### src/rtl/ppu_feed_sched.sv
// Shares the PPU strobe/ack byte port between line fetch and host traffic.
// Tracks frame/line position and flags ack timeouts and sync overruns.
module ppu_feed_sched #(
  parameter int BUF_NUM = 32,
  parameter int LINES   = 32,
  parameter int TIMEOUT = 15
) (
  input  logic                     clk,
  input  logic                     rst,
  input  logic                     sync,
  input  logic [2:0]               mode,
  input  logic [7:0]               fetch_data,
  input  logic                     fetch_valid,
  output logic                     fetch_ready,
  input  logic [7:0]               host_data,
  input  logic                     host_valid,
  output logic                     host_ready,
  output logic [7:0]               ppu_data,
  output logic                     ppu_stb,
  input  logic                     ppu_ack,
  output logic [$clog2(LINES)-1:0] line_idx,
  output logic                     busy,
  output logic                     frame_done,
  output logic [1:0]               err
);

  localparam int LW = $clog2(LINES);
  localparam int BW = $clog2(BUF_NUM);
  localparam int TW = $clog2(TIMEOUT + 1);

  typedef enum logic [1:0] {
    IDLE, FETCH, GAP, XFER
  } state_e;

  state_e      state_q;
  logic        sync_q;
  logic        src_fetch_q;
  logic        gap_used_q;
  logic        restart_q;
  logic        busy_q;
  logic        stb_q;
  logic        done_q;
  logic [7:0]  data_q;
  logic [LW-1:0] line_q;
  logic [BW-1:0] byte_q;
  logic [TW-1:0] tmo_q;
  logic [1:0]  err_q;

  logic fetch_en, sync_rise, start_idle;
  logic abort, new_frame, restart;
  logic fetch_cap, host_cap;
  logic last_byte, last_line, tmo_hit;

  assign fetch_en   = (mode != 3'd0);
  assign sync_rise  = sync & ~sync_q;
  assign start_idle = (state_q == IDLE) & sync_rise & fetch_en;
  assign abort      = sync_rise & busy_q;
  // a host byte sent from idle defers a new frame until it completes
  assign new_frame  = sync_rise & fetch_en & (state_q == XFER) & ~busy_q;
  assign restart    = restart_q | abort | new_frame;

  assign fetch_ready = (state_q == FETCH) & ~stb_q;
  assign host_ready  = ~stb_q &
                       (((state_q == IDLE) & ~start_idle) |
                        ((state_q == GAP) & ~gap_used_q));

  assign fetch_cap = fetch_valid & fetch_ready;
  assign host_cap  = host_valid & host_ready;
  assign last_byte = (byte_q == BW'(BUF_NUM - 1));
  assign last_line = (line_q == LW'(LINES - 1));
  assign tmo_hit   = (tmo_q == TW'(TIMEOUT - 1));

  assign ppu_data   = data_q;
  assign ppu_stb    = stb_q;
  assign line_idx   = line_q;
  assign busy       = busy_q;
  assign frame_done = done_q;
  assign err        = err_q;

  always_ff @(posedge clk) begin
    if (rst) begin
      state_q     <= IDLE;
      sync_q      <= 1'b0;
      src_fetch_q <= 1'b0;
      gap_used_q  <= 1'b0;
      restart_q   <= 1'b0;
      busy_q      <= 1'b0;
      stb_q       <= 1'b0;
      done_q      <= 1'b0;
      data_q      <= '0;
      line_q      <= '0;
      byte_q      <= '0;
      tmo_q       <= '0;
      err_q       <= '0;
    end else begin
      sync_q <= sync;
      done_q <= 1'b0;
      if (abort) err_q[1] <= 1'b1;
      if (abort || new_frame) restart_q <= 1'b1;
      unique case (state_q)
        IDLE: begin
          if (start_idle) begin
            state_q <= FETCH;
            line_q  <= '0;
            byte_q  <= '0;
            busy_q  <= 1'b1;
          end else if (host_cap) begin
            data_q      <= host_data;
            stb_q       <= 1'b1;
            src_fetch_q <= 1'b0;
            state_q     <= XFER;
          end
        end
        FETCH: begin
          if (fetch_cap) begin
            data_q      <= fetch_data;
            stb_q       <= 1'b1;
            src_fetch_q <= 1'b1;
            state_q     <= XFER;
          end else if (restart) begin
            line_q    <= '0;
            byte_q    <= '0;
            restart_q <= 1'b0;
          end
        end
        GAP: begin
          if (host_cap) begin
            data_q      <= host_data;
            stb_q       <= 1'b1;
            src_fetch_q <= 1'b0;
            state_q     <= XFER;
          end else if (restart) begin
            line_q    <= '0;
            byte_q    <= '0;
            restart_q <= 1'b0;
            busy_q    <= 1'b1;
            state_q   <= FETCH;
          end else begin
            state_q <= fetch_en ? FETCH : IDLE;
            busy_q  <= fetch_en;
          end
        end
        XFER: begin
          if (ppu_ack || tmo_hit) begin
            stb_q <= 1'b0;
            tmo_q <= '0;
            if (!ppu_ack) err_q[0] <= 1'b1;
            if (restart) begin
              line_q    <= '0;
              byte_q    <= '0;
              restart_q <= 1'b0;
              busy_q    <= 1'b1;
              state_q   <= FETCH;
            end else if (!ppu_ack) begin
              // dropped byte: counters untouched
              state_q <= src_fetch_q ? FETCH : IDLE;
              if (!src_fetch_q) busy_q <= 1'b0;
            end else if (src_fetch_q) begin
              if (last_byte) begin
                byte_q     <= '0;
                gap_used_q <= 1'b0;
                if (last_line) begin
                  line_q  <= '0;
                  done_q  <= 1'b1;
                  busy_q  <= 1'b0;
                  state_q <= IDLE;
                end else begin
                  line_q  <= line_q + LW'(1);
                  busy_q  <= fetch_en;
                  state_q <= fetch_en ? GAP : IDLE;
                end
              end else begin
                byte_q  <= byte_q + BW'(1);
                state_q <= FETCH;
              end
            end else if (byte_q == '0 && line_q != '0) begin
              gap_used_q <= 1'b1;
              state_q    <= GAP;
            end else begin
              state_q <= IDLE;
            end
          end else begin
            tmo_q <= tmo_q + TW'(1);
          end
        end
      endcase
    end
  end

endmodule
### config.mk
export PLATFORM = sky130hd
export DESIGN_NAME = ppu_feed_sched
export DESIGN_NICKNAME = d
export VERILOG_FILES = /design/src/rtl/ppu_feed_sched.sv
export SDC_FILE = /design/constraint.sdc
export NUM_CORES = 1
export LEC_CHECK = 0
export CORE_ASPECT_RATIO = 2
export CORE_MARGIN = 5
export CORE_UTILIZATION = 37
export CTS_CLUSTER_SIZE = 8
export DETAILED_ROUTE_END_ITERATION = 16
export HOLD_SLACK_MARGIN = 0.1
export PLACE_DENSITY = 0.65
export SLEW_MARGIN = 20
export SYNTH_ARGS = -nofsm -noshare
export SYNTH_HDL_FRONTEND = slang
export SYNTH_SLANG_ARGS = --single-unit
export TNS_END_PERCENT = 50
### constraint.sdc
create_clock -name clk -period 2.5 [get_ports clk]
set_clock_uncertainty 0.05 [all_clocks]
set_input_delay 0.5 -clock clk [delete_from_list [all_inputs] [get_ports clk]]
set_output_delay 0.5 -clock clk [all_outputs]
set_load 0.05 [all_outputs]
==> results by stage, run 1 <==
Run status:
- The run finished with clean final reports.

Timing:
- In the finished design, the share of the clock period the worst path needs comes to 96.4%.
- Based on the critical path, the design can be clocked at up to 415 MHz.
- Once routing completed, OpenROAD measured the worst setup slack at 90.5 ps.
- Setup repair after global routing left no endpoint under its margin.
- The relative max-transition margin is 45.6%.
- Hold timing on the final database bottoms out at a slack of 420 ps.
- The slew at the pin closest to its max-slew limit is 804 ps.
- The number of hold violations in the final report is 0.
- The time the worst path needs with I/O delays and setup is 2410 ps.
- In the final timing run, aggregate negative setup slack is 0 ps.
- The final count of pins violating max slew is 0.
- Setup violations remaining at the end of the flow were counted as 0.

Placed design:
- During placement, the flow inserted port buffers numbering 44.
- The HPWL after detailed placement is 4730 um.
- Timing analysis after detailed placement gives a worst setup slack of -112 ps.
- After detailed placement, the total cell area comes to 2770 um^2.
- The weighted congestion at the end of routability-driven global placement is 0.938.

Worst setup path:
- The category of cells accounting for the largest share of critical-path delay is buffers and inverters.
- STA puts the critical path data required time at 1950 ps.
- The worst path arrival time is 1860 ps.
- The register-to-register setup slack is 240 ps.
- The biggest fanout along the worst timing path is 4.
- The critical path goes through clkdlybuf4s50_1 -> buf_4 -> nor3_4 -> o21ai_4 -> a21oi_2 -> buf_12.
- The startpoint-to-endpoint class of the critical path is input pin to output port.
- The number of buffers and inverters on the critical path is 3.
- The nature of the critical path startpoint is an input pin.
- For this run, the slowest stage of the critical path takes 440 ps.
- The cell with the biggest individual delay on the critical path is sky130_fd_sc_hd__clkdlybuf4s50_1.
- The category of the worst setup path capture point is an output port.

Synthesis:
- The synthesized netlist net count is 272.
- The synthesis-stage register bit count is 33.
- In the synthesized netlist the dominant register cell turns out to be sky130_fd_sc_hd__dfxtp_1.
- The synthesized netlist contains 59 unique library cells.
- The sequential cell area fraction in the yosys report is 32.2%.
- The cell area after synthesis is 2050 um^2.
- The synthesis warning total is 0.
- Yosys mapped a number of flops with a built-in enable equal to 0.
- In the synthesized netlist the async set-or-reset flop fraction comes to 0%.
- The cell count after synthesis is 235.
- A synthesized cell averages 8.73 um^2.

GRT:
- Entering global routing, the biggest net connects 31 pins.
- The first global-routing pass estimated 9930 um of wire.
- The initial antenna violation count is 0.
- The total routing usage reported by global routing is 17.6%.
- The via count of the first global-routing pass is 2099.
- The total global routing overflow is 0.

Detailed routing:
- The via count of the routed design is 2057.
- The per-cell via count in the routed design is 5.57.
- Dividing the detail-routed wire length by the instance count gives 16.0 um.
- After detailed routing, the number of remaining DRC violations is 0.
- Once detail routing completed, the nets flagged for antenna violations numbered 0.
- The overall routed net length is 5910 um.
- The first routing iteration left 43 violations.
- The first detailed-routing pass took 4 iterations.

Die:
- The die is 115 um tall.
- The width of the die is 62.6 um.
- The effective utilization at floorplan is 37.8%.
- 45 I/O pins were placed.
- After floorplanning, the core was divided into 38 placement rows.
- The core footprint is 5420 um^2.
- The floorplan die area is 7220 um^2.

Power:
- The largest voltage drop on the vdd net is 852 uV.
- The power per unit of standard cell area is 1070 nW/um^2.
- In this run the static leakage power is 0.00111 uW.

Final layout:
- After routing the design area is 2870 um^2.
- From synthesis to final layout, the design area changed by 39.9%.
- The share of cells above drive strength 1 is 19.7%.
- In the layout the commonest cells are sky130_fd_sc_hd__clkdlybuf4s50_1, sky130_fd_sc_hd__dfxtp_1, sky130_fd_sc_hd__buf_4, sky130_fd_sc_hd__nor2_1, sky130_fd_sc_hd__nand2_1.
- The most common cell after layout, fill and taps aside is sky130_fd_sc_hd__clkdlybuf4s50_1.
- The antenna cell count is 0.
- The total number of nets in the final design is 345.
- The layout filler cell count is 548.

Flow run:
- Max-cap violations in this run came to 0.

Clocking:
- The deepest level of the CTS H-tree is 2.
- The library cell used as clock root buffer is sky130_fd_sc_hd__clkbuf_8.
- The clock-pin slew on the worst setup and hold paths is 70 ps.
- TritonCTS built the clock tree.
- TritonCTS created 5 clock buffers.
- After clock tree synthesis, the flow added hold-fix buffers numbering 0.
- The clock passes through at most 2 buffers.
- The clock latency on the worst-skew pair is 290 ps.
- For this design, the sink count on the clock tree is 33.

Worst hold path:
- The min-delay analysis places its worst path in the category register to register.
Yosys cell counts, types with 2 or more instances:
library cell / number / area, um^2
sky130_fd_sc_hd__a211oi_1: 8 / 60.1
sky130_fd_sc_hd__a21oi_1: 14 / 70.1
sky130_fd_sc_hd__a22oi_1: 3 / 22.5
sky130_fd_sc_hd__and3_1: 3 / 18.8
sky130_fd_sc_hd__buf_2: 3 / 15.0
sky130_fd_sc_hd__buf_6: 3 / 33.8
sky130_fd_sc_hd__clkbuf_1: 2 / 7.51
sky130_fd_sc_hd__dfxtp_1: 33 / 661
sky130_fd_sc_hd__ha_1: 12 / 150
sky130_fd_sc_hd__inv_1: 14 / 52.6
sky130_fd_sc_hd__mux2i_1: 9 / 90.1
sky130_fd_sc_hd__nand2_1: 15 / 56.3
sky130_fd_sc_hd__nand2b_1: 7 / 43.8
sky130_fd_sc_hd__nand3_1: 8 / 40.0
sky130_fd_sc_hd__nand3b_1: 4 / 30.0
sky130_fd_sc_hd__nand4_1: 2 / 12.5
sky130_fd_sc_hd__nor2_1: 25 / 93.8
sky130_fd_sc_hd__nor2b_1: 8 / 50.1
sky130_fd_sc_hd__nor3_1: 3 / 15.0
sky130_fd_sc_hd__o2111ai_2: 2 / 30.0
sky130_fd_sc_hd__o211ai_1: 4 / 30.0
sky130_fd_sc_hd__o21ai_0: 5 / 25.0
sky130_fd_sc_hd__o21ai_1: 5 / 25.0
sky130_fd_sc_hd__o21ai_2: 2 / 17.5
sky130_fd_sc_hd__o31ai_2: 2 / 25.0
sky130_fd_sc_hd__o41ai_1: 3 / 26.3
sky130_fd_sc_hd__or2_1: 2 / 12.5
sky130_fd_sc_hd__or3_4: 2 / 22.5
sky130_fd_sc_hd__xor2_1: 2 / 17.5
sequential cells by signal (all words and copies together) (netlist names):
name,cells
state_q,2
frame_done,1
ppu_stb,1
line_idx,5
err,2
byte_q,5
src_fetch_q,1
tmo_q,4
restart_q,1
gap_used_q,1
busy,1
ppu_data,8
sync_q,1
layout make-up:
cell class,count,area (um^2),share of cell area [%]
Sequential cell,33,661,23.0
Multi-Input combinational cell,178,1280,44.8
Tap cell,60,75.1,2.62
Clock inverter,2,10.0,0.349
Clock buffer,6,72.6,2.53
Inverter,14,52.6,1.83
Timing Repair Buffer,76,713,24.9
stage by stage:
step                std cells  util (%)  total power, uW
finish                    369      52.9             3080
global route              369      52.9             3290
CTS                       369      52.7             3100
detailed placement        361      51.1             2680
global placement          361      51.1             2660
floorplan                 235         -             1970
final timing paths:
check | startpoint | to | depth (start not counted)
setup / recovery | mode[1] | host_ready | 6
hold / removal | err[0] | err[0] | 2
hold reg to reg | err[0] | err[0] | 2
setup reg to reg | byte_q[0] | line_idx[4] | 10
worst min-delay path: cells and delay by family (launching register included):
family | cells | cell delay, ps
flip-flops | 1 | 320
AND/OR/NAND/NOR | 1 | 70
AO/OA/AOI/OAI | 1 | 40
timing repair:
item / CTS / global route
resized for setup: 1 / 2
setup endpoints to repair: 1 / 1
setup buffers: 0 / 0
pin swaps: 0 / 1
endpoints found under the hold margin: 0 / 0
cell families (layout without fill, tap and decap cells):
family	count (synthesis)	after routing	share of synthesized area [%]
and+or+nand+nor	93	93	25.9
xor gates and xnor gates	2	2	0.854
AOI/OAI and AO/OA	62	62	23.3
buffers and inverters	24	98	5.98
muxes	9	9	4.39
DFF	33	33	32.2
adders and majority gates	12	12	7.32
power by group:
| part | internal (uW) | switching (uW) |
|---|---|---|
| logic | 817 | 1130 |
| registers | 642 | 103 |
| clock network | 193 | 200 |
layer usage:
| layer | share of wire (%) | wire length [um] | vias to the layer above | global-route usage (%) |
|---|---|---|---|---|
| met5 | 0 | 0 | - | 0 |
| met4 | 5.8 | 344 | 0 | 12.0 |
| met3 | 4.1 | 240 | 25 | 3.32 |
| met2 | 58 | 3420 | 60 | 35.5 |
| met1 | 32 | 1910 | 967 | 14.6 |
| li1 | - | - | 1005 | - |
Note: power is estimated with default switching activity, not from simulation.
==> inputs of run 2 (changes only) <==
- CORE_MARGIN: 5 -> 2
==> results by stage, run 2 (same netlist as run 1, synthesis figures left out) <==
Power:
- The share of total power in the clock network was 14.5% (was 12.7%).
- The net switching power was 1430 uW (about the same).
- The static leakage power is 0.00111 uW (about the same).
- The final total power is 3170 uW (was 3080 uW).
- The largest voltage drop on the vdd net was 1270 uV (was 852 uV).
- The power per unit of standard cell area is 1110 nW/um^2 (was 1070 nW/um^2).
- The switching part of the total came to 45.0% (was 46.4%).
- The internal power consumption is 1740 uW (was 1650 uW).
- The sequential power share was 23.8% (was 24.2%).
- The combinational cell fraction of total power is 61.7% (was 63.1%).

Worst setup path:
- The nature of the critical path startpoint is an input pin (unchanged).
- The endpoint of the lowest-slack register-to-register path is byte_q[3] (was line_idx[4]).
- The worst path arrival time came to 1860 ps (about the same).
- The register-to-register setup slack was 160 ps (was 240 ps).
- The capture point of the worst path is host_ready (unchanged).
- The cell with the biggest individual delay on the critical path is sky130_fd_sc_hd__clkdlybuf4s50_1 (unchanged).
- The required arrival time at the worst endpoint is 1950 ps (about the same).
- The biggest fanout along the worst timing path is 4 (unchanged).
- The stage delay of the slowest cell on the critical path is 420 ps (was 440 ps).
- The start of the worst register-to-register path is state_q[0] (was byte_q[0]).
- The startpoint-to-endpoint class of the critical path is input pin to output port (unchanged).
- The category of the worst setup path capture point is an output port (unchanged).
- The first element of the critical path is mode[1] (unchanged).
- The worst-case reg-to-reg path depth is 8 (was 10).
- Critical-path cell list: clkdlybuf4s50_1 -> buf_4 -> nor3_2 -> o21ai_2 -> a21oi_2 -> buf_12 (was clkdlybuf4s50_1 -> buf_4 -> nor3_4 -> o21ai_4 -> a21oi_2 -> buf_12).

Clocking:
- The number of buffers created by CTS is 5 (unchanged).
- The deepest level of the CTS H-tree was 2 (unchanged).
- The maximum root-to-sink buffer count is 2 (unchanged).
- The clock tree from TritonCTS is done (unchanged).
- The CTS sink count is 33 (unchanged).
- The library cell used as clock root buffer is sky130_fd_sc_hd__clkbuf_8 (unchanged).
- The number of setup buffers added after CTS was 0 (unchanged).
- The clock latency on the worst-skew pair is 290 ps (about the same).
- The clock-pin slew on the worst setup and hold paths is 70 ps (about the same).

Detailed routing:
- The iteration count of the initial detailed-routing pass is 4 (unchanged).
- The routed metal-1 wire length came to 2070 um (was 1910 um).
- The number of DRC markers after the initial detailed-route iteration is 52 (was 43).
- The routed wire length on met2 is 3280 um (was 3420 um).
- The overall routed net length came to 5860 um (was 5910 um).
- The per-cell via count in the routed design is 5.59 (was 5.57).
- The wire length on met3 is 190 um (was 240 um).
- The post-detailed-route DRC marker count is 0 (unchanged).
- The via count of the routed design came to 2063 (was 2057).
- The number of antenna-violating nets in the routed design came to 0 (unchanged).
- The wire length per cell after detailed routing is 15.9 um (was 16.0 um).
- The highest routed metal layer is met4 (unchanged).

Placed design:
- The worst slack at placement is -124 ps (was -112 ps).
- The HPWL after detailed placement is 4590 um (was 4730 um).
- The quantity of I/O buffers inserted on ports is 44 (unchanged).
- The standard cell area after detailed placement is 2760 um^2 (was 2770 um^2).
- The weighted congestion at the end of routability-driven global placement is 0.894 (was 0.938).

Final layout:
- The storage element area is 661 um^2 (unchanged).
- Most used cells in the layout excluding fill and tap cells: sky130_fd_sc_hd__clkdlybuf4s50_1, sky130_fd_sc_hd__dfxtp_1, sky130_fd_sc_hd__buf_4, sky130_fd_sc_hd__nor2_1, sky130_fd_sc_hd__nand2_1 (unchanged).
- The footprint of the multi-input gates came to 1280 um^2 (about the same).
- The area of all placed cells without fillers is 2870 um^2 (about the same).
- The core utilization of the finished layout is 53.4% (was 52.9%).
- The number of flip-flops under the largest register name was 8 (unchanged).
- The area overhead of the layout relative to synthesis is 39.8% (was 39.9%).
- The share of cells above drive strength 1 came to 20.4% (was 19.7%).
- The total number of nets in the final design is 345 (unchanged).
- The antenna cell count came to 0 (unchanged).
- The layout filler cell count is 532 (was 548).
- The most common cell after layout, fill and taps aside is sky130_fd_sc_hd__clkdlybuf4s50_1 (unchanged).

Timing:
- The slew at the pin closest to its max-slew limit is 631 ps (was 804 ps).
- The final count of pins violating max slew came to 0 (unchanged).
- The timing-limited maximum frequency is 416 MHz (was 415 MHz).
- The final setup violation count is 0 (unchanged).
- The time the worst path needs with I/O delays and setup is 2410 ps (about the same).
- The setup slack of the critical path after layout is 94.9 ps (was 90.5 ps).
- Unrepaired setup endpoints after global routing: false (unchanged).
- The number of hold violations in the final report is 0 (unchanged).
- The relative max-transition margin is 57.3% (was 45.6%).
- The worst hold margin was 439 ps (was 420 ps).
- The fraction of the cycle the final worst path needs came to 96.2% (was 96.4%).

Die:
- The total I/O pin count is 45 (unchanged).
- The floorplan die area is 6190 um^2 (was 7220 um^2).
- The effective utilization at floorplan was 38.2% (was 37.8%).
- The core footprint is 5370 um^2 (was 5420 um^2).
- The total number of placement rows is 38 (unchanged).
- The overall die height was 109 um (was 115 um).
- The width of the die is 56.6 um (was 62.6 um).

GRT:
- The first-pass GRT wire length was 9580 um (was 9930 um).
- The total global routing overflow is 0 (unchanged).
- The total routing usage reported by global routing is 20.3% (was 17.6%).
- The initial antenna violation count is 0 (unchanged).
- The via count of the first global-routing pass came to 2028 (was 2099).
- The maximum number of pins on one net before global-route repair is 31 (unchanged).

Worst hold path:
- The critical hold path startpoint is err[0] (unchanged).
- The type of the worst min-delay path is register to register (unchanged).

Run status:
- Run status: complete, no violations (unchanged).

Flow run:
- The count of maximum capacitance violations came to 0 (unchanged).
run 2: final cells by class:
cell class | instances | area share (%)
multi-input cells | 178 | 44.5
repair buffers | 76 | 24.4
flip-flops and latches | 33 | 23.0
clock buffers | 7 | 3.36
well taps | 60 | 2.62
inverters | 14 | 1.83
clock inverters | 1 | 0.175
run 2: power by group through the flow:
| stage | Sequential (uW) | Clock (uW) | Combinational [uW] |
|---|---|---|---|
| 3_5_place_dp | 761 | 0 | 1950 |
| 3_3_place_gp | 759 | 0 | 1930 |
| 6_report | 755 | 461 | 1960 |
| 5_1_grt | 771 | 494 | 2100 |
| 2_1_floorplan | 1020 | 0 | 947 |
| 4_1_cts | 751 | 475 | 1960 |
run 2: per-stage QoR:
stage | instances | setup TNS (ps)
2_1_floorplan | 235 | 0
3_3_place_gp | 361 | -627
3_5_place_dp | 361 | -1200
4_1_cts | 369 | 0
5_1_grt | 369 | 0
6_report | 369 | 0
run 2: layer usage:
metal | GRT usage [%] | up-vias
li1 | - | 1006
met4 | 14.3 | 0
met1 | 19.4 | 976
met3 | 2.37 | 19
met5 | 0 | -
met2 | 38.6 | 62
run 2: worst max-delay path, delay by kind of cell:
family          cells  cell delay (ps)
compound gates      2              350
simple gates        1              280
buf+inv             3              730
run 2: timing repair:
action / CTS / global route
hold buffers: 0 / 0
endpoints found under the setup margin: 0 / 3
resized for setup: 0 / 2
run 2: worst min-delay path by stage:
stage | end | slack [ps] | cells past startpoint
global placement | err[1] | 400 | 2
CTS | err[0] | 450 | 2
detailed placement | err[0] | 430 | 2
global route | err[0] | 470 | 2
finish | err[0] | 440 | 2
floorplan | byte_q[3] | 410 | 1
==> inputs of run 3 (changes only) <==
--- a/constraint.sdc
+++ b/constraint.sdc
@@ -4,2 +4,2 @@
 set_output_delay 0.5 -clock clk [all_outputs]
-set_load 0.05 [all_outputs]
+set_load 0.005 [all_outputs]
==> results by stage, run 3 (same netlist as run 1, synthesis figures left out) <==
Detailed routing:
- The number of antenna-violating nets in the routed design is 0 (unchanged).
- The wire length per cell after detailed routing is 15.4 um (was 15.9 um).
- The post-detailed-route DRC marker count is 0 (unchanged).
- The via count of the routed design was 2003 (was 2063).
- The number of DRC markers after the initial detailed-route iteration is 39 (was 52).
- The per-cell via count in the routed design came to 5.52 (was 5.59).
- The iteration count of the initial detailed-routing pass is 4 (unchanged).
- The overall routed net length is 5580 um (was 5860 um).

Timing:
- The fraction of the cycle the final worst path needs is 97.5% (was 96.2%).
- The number of hold violations in the final report is 0 (unchanged).
- The final setup violation count is 0 (unchanged).
- The time the worst path needs with I/O delays and setup is 2440 ps (was 2410 ps).
- The relative max-transition margin was 44.3% (was 57.3%).
- The setup slack of the critical path after layout is 62.0 ps (was 94.9 ps).
- The slew at the pin closest to its max-slew limit came to 824 ps (was 631 ps).
- The final count of pins violating max slew is 0 (unchanged).
- Unrepaired setup endpoints after global routing: false (unchanged).
- The timing-limited maximum frequency was 410 MHz (was 416 MHz).
- The total negative slack is 0 ps (unchanged).

GRT:
- The maximum number of pins on one net before global-route repair is 31 (unchanged).
- The total global routing overflow is 0 (unchanged).
- The via count of the first global-routing pass came to 1998 (was 2028).
- The first-pass GRT wire length came to 9220 um (was 9580 um).
- The initial antenna violation count is 0 (unchanged).
- The total routing usage reported by global routing is 19.4% (was 20.3%).

Power:
- The switching part of the total is 38.9% (was 45.0%).
- The largest voltage drop on the vdd net was 614 uV (was 1270 uV).
- The internal power consumption came to 1600 uW (was 1740 uW).
- The share of total power in the clock network is 15.9% (was 14.5%).
- The static leakage power is 0.00107 uW (was 0.00111 uW).
- The combinational cell fraction of total power came to 55.6% (was 61.7%).
- The net switching power came to 1020 uW (was 1430 uW).
- The power per unit of standard cell area is 936 nW/um^2 (was 1110 nW/um^2).
- The sequential power share is 28.6% (was 23.8%).
- The final total power was 2610 uW (was 3170 uW).

Clocking:
- The library cell used as clock root buffer is sky130_fd_sc_hd__clkbuf_8 (unchanged).
- The number of buffers created by CTS is 5 (unchanged).
- The deepest level of the CTS H-tree is 2 (unchanged).
- The CTS sink count is 33 (unchanged).
- The maximum root-to-sink buffer count is 2 (unchanged).
- The clock tree from TritonCTS was done (unchanged).
- The number of hold buffers added after CTS was 0 (unchanged).
- The clock latency on the worst-skew pair is 290 ps (about the same).
- The clock-pin slew on the worst setup and hold paths is 60 ps (was 70 ps).

Die:
- The core footprint came to 5370 um^2 (unchanged).
- The total number of placement rows is 38 (unchanged).
- The width of the die is 56.6 um (unchanged).
- The overall die height is 109 um (unchanged).
- The total I/O pin count is 45 (unchanged).
- The floorplan die area is 6190 um^2 (unchanged).
- The effective utilization at floorplan is 38.2% (unchanged).

Final layout:
- The layout filler cell count is 506 (was 532).
- The antenna cell count is 0 (unchanged).
- The total number of nets in the final design is 340 (was 345).
- The area overhead of the layout relative to synthesis is 36.1% (was 39.8%).
- The number of flip-flops under the largest register name is 8 (unchanged).
- The most common cell after layout, fill and taps aside is sky130_fd_sc_hd__clkdlybuf4s50_1 (unchanged).
- Most used cells in the layout excluding fill and tap cells: sky130_fd_sc_hd__clkdlybuf4s50_1, sky130_fd_sc_hd__dfxtp_1, sky130_fd_sc_hd__buf_4, sky130_fd_sc_hd__nor2_1, sky130_fd_sc_hd__nand2_1 (unchanged).
- The share of cells above drive strength 1 came to 17.5% (was 20.4%).

Worst setup path:
- The required arrival time at the worst endpoint is 1950 ps (about the same).
- The category of the worst setup path capture point is an output port (unchanged).
- The startpoint-to-endpoint class of the critical path is input pin to output port (unchanged).
- The nature of the critical path startpoint is an input pin (unchanged).
- The category of cells accounting for the largest share of critical-path delay is buffers and inverters (unchanged).
- Critical-path cell list: clkdlybuf4s50_1 -> nand2b_1 -> o21ai_2 -> a21oi_1 -> clkdlybuf4s50_1 (was clkdlybuf4s50_1 -> buf_4 -> nor3_2 -> o21ai_2 -> a21oi_2 -> buf_12).
- The stage delay of the slowest cell on the critical path came to 520 ps (was 420 ps).
- Counting stages on the worst path, the most repeated cell is sky130_fd_sc_hd__clkdlybuf4s50_1.
- The buffering stage count on the worst path with inverters included came to 2 (was 3).
- The worst path arrival time is 1890 ps (was 1860 ps).
- The cell with the biggest individual delay on the critical path was sky130_fd_sc_hd__clkdlybuf4s50_1 (unchanged).
- The biggest fanout along the worst timing path is 4 (unchanged).

Run status:
- Run status: complete, no violations (unchanged).

Placed design:
- The worst slack at placement is -130 ps (was -124 ps).
- The HPWL after detailed placement is 4340 um (was 4590 um).
- The quantity of I/O buffers inserted on ports is 44 (unchanged).
- The weighted congestion at the end of routability-driven global placement was 0.909 (was 0.894).

Flow run:
- The count of maximum capacitance violations came to 0 (unchanged).

Worst hold path:
- The type of the worst min-delay path is register to register (unchanged).
run 3: per-layer routing:
metal	up-vias	GRT usage [%]	part of all wire, %
li1	994	-	-
met1	929	18.2	36
met2	58	36.5	56
met3	22	3.20	3.0
met4	0	14.1	5.7
met5	-	0	0
run 3: area by class of cell:
cell class | count | area (um^2) | share of cell area (%)
Inverter | 14 | 52.6 | 1.88
Multi-Input combinational cell | 178 | 1270 | 45.6
Timing Repair Buffer | 71 | 643 | 23.0
Clock buffer | 7 | 86.3 | 3.09
Sequential cell | 33 | 661 | 23.7
Tap cell | 60 | 75.1 | 2.69
run 3: final timing paths:
path              slack [ps]        from  cells past startpoint          to
hold reg to reg          420      err[1]                      2      err[1]
hold / removal           420      err[1]                      2      err[1]
setup / recovery          60        sync                      5  host_ready
setup reg to reg         180  state_q[0]                      7  state_q[0]
run 3: repair_timing:
action / 4_1_cts / 5_1_grt
resized for setup: 4 / 2
setup buffers: 0 / 0
setup endpoints to repair: 1 / 2
pin swaps: 1 / 0
run 3: worst register-to-register path, cell delays in order (launching register included):
cell	delay, ps
sky130_fd_sc_hd__dfxtp_1	370
sky130_fd_sc_hd__ha_1	340
sky130_fd_sc_hd__nor2b_2	230
sky130_fd_sc_hd__buf_4	150
sky130_fd_sc_hd__a22oi_1	370
sky130_fd_sc_hd__nand2_1	130
sky130_fd_sc_hd__o41ai_1	470
sky130_fd_sc_hd__a21oi_1	80
run 3: stage by stage:
step / cells / cell area [um^2] / hold slack (ps) / utilization, %
floorplan: 235 / 2050 / 410 / -
global placement: 356 / 2700 / 403 / 50.2
detailed placement: 356 / 2700 / 408 / 50.2
CTS: 363 / 2790 / 423 / 51.9
global route: 363 / 2790 / 457 / 52.0
finish: 363 / 2790 / 417 / 52.0
run 3: power groups by stage:
stage	Clock, uW	Sequential [uW]	Combinational (uW)
finish	415	746	1450
global route	452	768	1590
CTS	430	744	1450
detailed placement	0	755	1440
global placement	0	752	1430
floorplan	0	737	872
